## config.mk

```make
export PLATFORM = sky130hd
export DESIGN_NAME = fft_reorder_buf
export DESIGN_NICKNAME = d
export VERILOG_FILES = /design/src/rtl/fft_pkg.sv /design/src/rtl/fft_reorder_mem.sv /design/src/rtl/fft_reorder_buf.sv
export SDC_FILE = /design/constraint.sdc
export NUM_CORES = 1
export LEC_CHECK = 0
export CORE_MARGIN = 1.5
export CORE_UTILIZATION = 38
export DETAILED_ROUTE_END_ITERATION = 16
export GPL_ROUTABILITY_DRIVEN = 0
export PLACE_DENSITY_LB_ADDON = 0.2
export RECOVER_POWER = 25
export SLEW_MARGIN = 20
export SYNTH_ARGS = -nofsm -noshare
export SYNTH_HDL_FRONTEND = slang
export SYNTH_SLANG_ARGS = --single-unit
```

## constraint.sdc

```tcl
create_clock -name clk -period 8.4 [get_ports clk]
set_input_delay 0.84 -clock clk [delete_from_list [all_inputs] [get_ports clk]]
set_output_delay 0.84 -clock clk [all_outputs]
set_load 0.02 [all_outputs]
```

## src/rtl/fft_pkg.sv

```systemverilog
// ---------------------------------------------------------------------------
// fft_pkg
// Shared definitions for the radix-2 SDF FFT pipeline output stage.
//   bitrev()    : reverses the low 'nbits' bits of an index
//   cplx_t      : complex sample laid out as {real, img}, 2*FFT_W bits
//   rd_state_e  : read-side FSM states of fft_reorder_buf
// No ports (package).
// ---------------------------------------------------------------------------
package fft_pkg;

    // Default component width; cplx_t matches the default W of the reorder
    // buffer. Wider builds use plain 2*W vectors with the same {real, img}
    // layout.
    localparam int FFT_W = 16;

    typedef struct packed {
        logic signed [FFT_W-1:0] re;
        logic signed [FFT_W-1:0] im;
    } cplx_t;

    typedef enum logic {
        RD_IDLE = 1'b0,
        RD_RUN  = 1'b1
    } rd_state_e;

    // Shifts bits out of the LSB of 'val' and into the LSB of the result,
    // so after 'nbits' steps the low field is mirrored. Callers cast the
    // result down to their own index width.
    function automatic logic [31:0] bitrev(input logic [31:0] val,
                                           input int unsigned nbits);
        logic [31:0] v;
        logic [31:0] r;
        v = val;
        r = '0;
        for (int unsigned i = 0; i < nbits; i++) begin
            r = {r[30:0], v[0]};
            v = v >> 1;
        end
        return r;
    endfunction

endpackage

```

## src/rtl/fft_reorder_mem.sv

```systemverilog
// ---------------------------------------------------------------------------
// fft_reorder_mem
// Simple dual-port RAM backing both ping-pong banks of the reorder buffer.
// Address is {bank, index}; read data is registered.
//   clk      in   clock
//   rst_n    in   async active-low reset (clears the read data register only)
//   wr_en    in   write strobe
//   wr_addr  in   AW-bit write address
//   wr_data  in   DW-bit write data
//   rd_en    in   read strobe; read data register loads only when set
//   rd_addr  in   AW-bit read address
//   rd_data  out  DW-bit registered read data
// ---------------------------------------------------------------------------
module fft_reorder_mem
    import fft_pkg::*;
#(
    parameter int AW = 4,
    parameter int DW = 32
) (
    input  logic          clk,
    input  logic          rst_n,
    input  logic          wr_en,
    input  logic [AW-1:0] wr_addr,
    input  logic [DW-1:0] wr_data,
    input  logic          rd_en,
    input  logic [AW-1:0] rd_addr,
    output logic [DW-1:0] rd_data
);

    logic [DW-1:0] mem_q [2**AW];
    logic [DW-1:0] rd_data_q;
    logic [DW-1:0] rd_data_d;

    // Storage array is never reset: stale contents are harmless because a
    // bank is only read after it has been completely refilled.
    always_ff @(posedge clk) begin
        if (wr_en) begin
            mem_q[wr_addr] <= wr_data;
        end
    end

    // Read data holds between reads so the output bus stays stable.
    always_comb begin
        rd_data_d = rd_data_q;
        if (rd_en) begin
            rd_data_d = mem_q[rd_addr];
        end
    end

    // The read register doubles as the output data register of the
    // reorder buffer, so it must come out of reset at zero.
    always_ff @(posedge clk or negedge rst_n) begin
        if (!rst_n) begin
            rd_data_q <= '0;
        end else begin
            rd_data_q <= rd_data_d;
        end
    end

    assign rd_data = rd_data_q;

endmodule

```

## src/rtl/fft_reorder_buf.sv

```systemverilog
// ---------------------------------------------------------------------------
// fft_reorder_buf
// Converts the bit-reversed serial output of the last SDF butterfly stage
// into natural-order frames of 2^N samples using two ping-pong banks.
// Optional frame sync feature: define FFT_REORDER_SYNC_EN.
//   clk        in   clock, rising edge
//   rst_n      in   async active-low reset
//   in_valid   in   input sample present
//   in_real    in   W-bit signed real part
//   in_img     in   W-bit signed imaginary part
//   in_sof     in   start of frame (FFT_REORDER_SYNC_EN only)
//   out_valid  out  output sample present
//   out_real   out  W-bit real part
//   out_img    out  W-bit imaginary part
//   out_idx    out  N-bit natural frequency index
//   out_sof    out  high with index 0
//   sync_err   out  sticky misalignment flag (FFT_REORDER_SYNC_EN only)
// ---------------------------------------------------------------------------
module fft_reorder_buf
    import fft_pkg::*;
#(
    parameter int N = 3,
    parameter int W = 16
) (
    input  logic         clk,
    input  logic         rst_n,
    input  logic         in_valid,
    input  logic [W-1:0] in_real,
    input  logic [W-1:0] in_img,
`ifdef FFT_REORDER_SYNC_EN
    input  logic         in_sof,
    output logic         sync_err,
`endif
    output logic         out_valid,
    output logic [W-1:0] out_real,
    output logic [W-1:0] out_img,
    output logic [N-1:0] out_idx,
    output logic         out_sof
);

    localparam logic [N-1:0] LAST_IDX = '1;

    rd_state_e    rd_state_q, rd_state_d;
    logic [N-1:0] wr_cnt_q, wr_cnt_d;
    logic         wr_bank_q, wr_bank_d;
    logic         rd_pend_q, rd_pend_d;
    logic [N-1:0] rd_addr_q, rd_addr_d;
    logic         rd_bank_q, rd_bank_d;
    logic         out_valid_q, out_valid_d;
    logic [N-1:0] out_idx_q, out_idx_d;
    logic         out_sof_q, out_sof_d;
`ifdef FFT_REORDER_SYNC_EN
    logic         sync_err_q, sync_err_d;
`endif

    logic [N-1:0]   wr_idx;
    logic [N-1:0]   wr_rev;
    logic           frame_done;
    logic           rd_start;
    logic           rd_en;
    logic [2*W-1:0] rd_data;

    // Write side: each accepted sample lands at its bit-reversed position,
    // so the bank holds the frame in natural order once it is full. A
    // completed frame swaps banks and leaves a read request pending.
    always_comb begin
        wr_cnt_d   = wr_cnt_q;
        wr_bank_d  = wr_bank_q;
        wr_idx     = wr_cnt_q;
        frame_done = 1'b0;
`ifdef FFT_REORDER_SYNC_EN
        sync_err_d = sync_err_q;
`endif
        if (in_valid) begin
`ifdef FFT_REORDER_SYNC_EN
            if (in_sof) begin
                // Resync: restart the frame in the same bank; any partial
                // frame already written there is simply overwritten.
                wr_idx   = '0;
                wr_cnt_d = N'(1);
                if (wr_cnt_q != '0) begin
                    sync_err_d = 1'b1;
                end
            end else
`endif
            begin
                wr_cnt_d = wr_cnt_q + N'(1);
                if (wr_cnt_q == LAST_IDX) begin
                    wr_bank_d  = ~wr_bank_q;
                    frame_done = 1'b1;
                end
            end
        end
        wr_rev = N'(bitrev(32'(wr_idx), N));
    end

    // Read FSM: sweeps 0..2^N-1 of the filled bank without gaps and chains
    // straight into the next frame when one is already pending. The bank
    // being read is captured at frame start so that a bank swap landing
    // while the final address is still being read cannot redirect it.
    always_comb begin
        rd_state_d = rd_state_q;
        rd_addr_d  = rd_addr_q;
        rd_bank_d  = rd_bank_q;
        rd_start   = 1'b0;
        rd_en      = (rd_state_q == RD_RUN);
        case (rd_state_q)
            RD_IDLE: begin
                if (rd_pend_q) begin
                    rd_state_d = RD_RUN;
                    rd_addr_d  = '0;
                    rd_bank_d  = ~wr_bank_q;
                    rd_start   = 1'b1;
                end
            end
            RD_RUN: begin
                rd_addr_d = rd_addr_q + N'(1);
                if (rd_addr_q == LAST_IDX) begin
                    if (rd_pend_q) begin
                        rd_bank_d = ~wr_bank_q;
                        rd_start  = 1'b1;
                    end else begin
                        rd_state_d = RD_IDLE;
                    end
                end
            end
            default: begin
                rd_state_d = RD_IDLE;
            end
        endcase

        // A new completion wins over a consume in the same cycle so that a
        // finished frame can never be lost.
        rd_pend_d = rd_pend_q;
        if (frame_done) begin
            rd_pend_d = 1'b1;
        end else if (rd_start) begin
            rd_pend_d = 1'b0;
        end

        // Sideband outputs align with the registered RAM read data.
        out_valid_d = rd_en;
        out_idx_d   = rd_en ? rd_addr_q : out_idx_q;
        out_sof_d   = rd_en && (rd_addr_q == '0);
    end

    // All control state and output flags; memory contents are untouched by
    // reset, which is what discards a partially written frame.
    always_ff @(posedge clk or negedge rst_n) begin
        if (!rst_n) begin
            rd_state_q  <= RD_IDLE;
            wr_cnt_q    <= '0;
            wr_bank_q   <= 1'b0;
            rd_pend_q   <= 1'b0;
            rd_addr_q   <= '0;
            rd_bank_q   <= 1'b0;
            out_valid_q <= 1'b0;
            out_idx_q   <= '0;
            out_sof_q   <= 1'b0;
`ifdef FFT_REORDER_SYNC_EN
            sync_err_q  <= 1'b0;
`endif
        end else begin
            rd_state_q  <= rd_state_d;
            wr_cnt_q    <= wr_cnt_d;
            wr_bank_q   <= wr_bank_d;
            rd_pend_q   <= rd_pend_d;
            rd_addr_q   <= rd_addr_d;
            rd_bank_q   <= rd_bank_d;
            out_valid_q <= out_valid_d;
            out_idx_q   <= out_idx_d;
            out_sof_q   <= out_sof_d;
`ifdef FFT_REORDER_SYNC_EN
            sync_err_q  <= sync_err_d;
`endif
        end
    end

    fft_reorder_mem #(
        .AW (N + 1),
        .DW (2 * W)
    ) u_mem (
        .clk     (clk),
        .rst_n   (rst_n),
        .wr_en   (in_valid),
        .wr_addr ({wr_bank_q, wr_rev}),
        .wr_data ({in_real, in_img}),
        .rd_en   (rd_en),
        .rd_addr ({rd_bank_q, rd_addr_q}),
        .rd_data (rd_data)
    );

    assign out_valid = out_valid_q;
    assign out_real  = rd_data[2*W-1:W];
    assign out_img   = rd_data[W-1:0];
    assign out_idx   = out_idx_q;
    assign out_sof   = out_sof_q;
`ifdef FFT_REORDER_SYNC_EN
    assign sync_err  = sync_err_q;
`endif

endmodule

```

==> results.py <==
metrics = {
    "run_status": {
        "status": "complete, but fails checks",
        "violations": "max-capacitance violations, max-slew violations",
    },
    "placed_design": {
        "port_buffers": 71,
        "dp_hpwl_um": 25300,
        "placed_area_um2": 22700,
    },
    "synthesis": {
        "synth_most_common_cell": "edfxtp_1",
        "netlist_area_um2": 21100,
        "async_reset_ff_share_pct": 8.41,
        "syn-num-nets": 962,
        "synth_area_per_cell_um2": 22.9,
        "synth_top_area_share_pct": 72.8,
        "synth_edf_count": 512,
        "ys_types": 36,
        "synth_top_area_cell": "edfxtp_1",
        "syn_inst": 922,
        "ys_top_cells_by_area": "edfxtp_1 73%, mux4_2 14%, dfrtp_1 5.6%",
        "yosysWarnings": 0,
        "ys_seq_elements": 559,
        "synth-main-ff-cell": "edfxtp_1",
        "yosysSeqAreaShare_pct": 78.4,
        "ys_top_cells_by_count": "512 x edfxtp_1, 128 x mux4_2, 47 x dfrtp_1",
    },
    "timing": {
        "slew_violations": 48,
        "slew-limit-headroom_pct": -137,
        "fin_tns_setup_ps": 0,
        "period_minus_slack_ps": 4060,
        "fmax_ghz": 0.246,
        "tightest_slew_ps": 3550,
        "setup_viol": 0,
        "fin_crit_sh_pct": 48.3,
        "finalHoldViolCount": 0,
        "fin_worst_skew_ps": 12.0,
        "rsz0062_at_grt": "no",
    },
    "global_route": {
        "grt_pass1_wl_um": 69600,
        "first_global_vias": 10300,
        "grt-ovfl-total": 0,
        "grt_usage_pct": 16.8,
        "antenna_found_initial": 0,
        "grt_start_max_net_pins": 57,
    },
    "die": {
        "die_h_um": 239,
        "die_area_um2": 57000,
        "die_width_um": 239,
        "rows": 86,
        "initial_utilization_pct": 38.4,
        "design.core.area_um2": 55000,
        "io_pins": 72,
    },
    "pwr": {
        "ir_drop_v": 0.000197,
        "p_total_uw": 8340,
        "power_leakage_uw": 0.00777,
        "p_per_area_nw_per_um2": 340,
    },
    "worst_hold_path": {
        "hold_path_class": "flop to flop",
    },
    "run": {
        "maxCapViolations": 1,
    },
    "critical_path": {
        "critical_path.max_stage_delay_ps": 2480,
        "critPathKind": "primary input to asynchronous set/reset pin",
        "cp_cell_sequence": "buf_2 -> clkbuf_1",
        "crit_arrival_ps": 3450,
        "cp-start-kind": "primary input",
        "startpoint": "rst_n",
        "r2r-start": "rd_addr_q[2]",
        "worstSetupEndpointType": "asynchronous set/reset pin",
        "cp.buffers_inverters": 2,
        "ff2ff_path_depth": 4,
        "r2r_slack_ps": 5440,
        "critPathSlowestCell": "clkbuf_1",
        "critical_path_required_ps": 7790,
        "r2r-end": "u_mem.rd_data[13]",
        "endpoint": "out_valid_d",
        "path_delay_family": "buffers and inverters",
        "path_depth": 2,
        "cp_max_fo": 47,
    },
    "routing": {
        "antenna_left": 0,
        "via_count": 9526,
        "dr.pass1.iters": 5,
        "drt_wl_total_um": 46500,
        "routedWlPerCell_um": 25.6,
        "avgViaCountPerCell": 5.24,
        "drt_iter0_drc": 801,
        "drc": 0,
    },
    "final_layout": {
        "syn2layout_area_growth_pct": 16.1,
        "fin_nets": 1062,
        "diodes": 0,
        "final_cell_area_um2": 24500,
        "fin_util_pct": 44.6,
        "drive_gt1_share_pct": 25.0,
    },
    "clock_tree": {
        "clk_latency_ps": 600,
        "cts.htree.levels": 2,
        "cts_resized": 0,
        "cts_made_buffers": 56,
        "clockBufferDepth": 3,
        "cts.sinks": 559,
        "cts_tree": "yes",
        "cts_root_buf": "clkbuf_16",
        "cts_setup_buffers": 0,
        "path_clk_slew_ps": 60,
        "cts_hold_buf": 0,
    },
}
==> area by class of cell <==
cell class,count,area [µm²]
tap,748,936
clock inverter,19,153
timing repair buffer,94,907
clock buffer,87,1650
inverter,3,12.5
fill,4652,30500
multi-input combinational,308,4290
sequential,559,16600
==> through the flow <==
stage          hold slack [ps]  setup slack (ps)  cells
2_1_floorplan              403              4130    922
3_3_place_gp               495              4870   1710
3_5_place_dp               496              4820   1711
4_1_cts                    441              5360   1817
5_1_grt                    520              3640   1818
6_report                   503              4340   1818
==> layer usage <==
layer	track usage [%]	vias up	wire [µm]
li1	-	4112	-
met3	2.67	58	2260
met5	0	-	0
met1	24.0	5129	20800
met2	27.2	227	22700
met4	4.28	0	760
==> cells by family after synthesis <==
| family | Yosys count | share of synthesized area [%] |
|---|---|---|
| AO/OA/AOI/OAI | 70 | 2.57 |
| XOR/XNOR | 2 | 0.0830 |
| adder cells (fa/ha/maj) | 5 | 0.296 |
| buffers and inverters | 55 | 1.83 |
| flip-flops | 559 | 78.4 |
| multiplexers | 165 | 15.4 |
| AND/OR/NAND/NOR | 66 | 1.38 |
==> registers in the layout, indices dropped and copies added (netlist names) <==
| signal | flops |
|---|---|
| u_mem.mem_q | 512 |
| u_mem.rd_data | 32 |
| out_idx | 3 |
| rd_addr_q | 3 |
| wr_cnt_q | 3 |
| out_sof | 1 |
| out_valid | 1 |
| out_valid_d | 1 |
| rd_bank_q | 1 |
| rd_pend_q | 1 |
| wr_bank_q | 1 |
==> cells in the final DEF (no fill, tap or decap), types with 2 or more instances in the layout <==
master / netlist / routed
nor3_2: 0 / 4
clkbuf_8: 0 / 11
nand2_1: 5 / 5
edfxtp_1: 512 / 512
clkdlybuf4s50_1: 0 / 52
clkinvlp_4: 0 / 2
nand3b_1: 2 / 2
clkbuf_1: 20 / 20
o22ai_1: 32 / 32
dlygate4sd3_1: 0 / 18
bufinv_16: 0 / 2
a221oi_2: 4 / 4
clkinv_1: 0 / 4
clkbuf_16: 0 / 57
buf_4: 7 / 20
nand2b_1: 5 / 4
inv_1: 2 / 2
inv_6: 0 / 2
dfrtp_4: 0 / 4
nor2_4: 0 / 12
mux4_2: 128 / 128
mux2i_1: 32 / 32
ha_1: 5 / 5
dfrtp_1: 47 / 43
clkinv_2: 1 / 10
o21ai_0: 2 / 2
mux2_2: 5 / 5
a221oi_1: 28 / 28
nor2_1: 44 / 32
==> report_power, final <==
part | internal, µW | total (µW) | switching [µW]
Sequential | 3450 | 3740 | 296
Combinational | 1010 | 2180 | 1170
Clock | 1410 | 2420 | 1010
Total | 5860 | 8340 | 2480
==> worst min path at each step <==
stage	from	endpoint	slack [ps]	depth (start not counted)
2_1_floorplan	out_valid_d	out_valid	400	0
3_3_place_gp	out_idx[1]	out_idx[1]	500	1
3_5_place_dp	out_idx[1]	out_idx[1]	500	1
4_1_cts	rst_n	u_mem.rd_data[12]	440	2
5_1_grt	out_idx[1]	out_idx[1]	520	1
6_report	out_idx[1]	out_idx[1]	500	1
No activity file was read; power rests on OpenSTA's default activity.
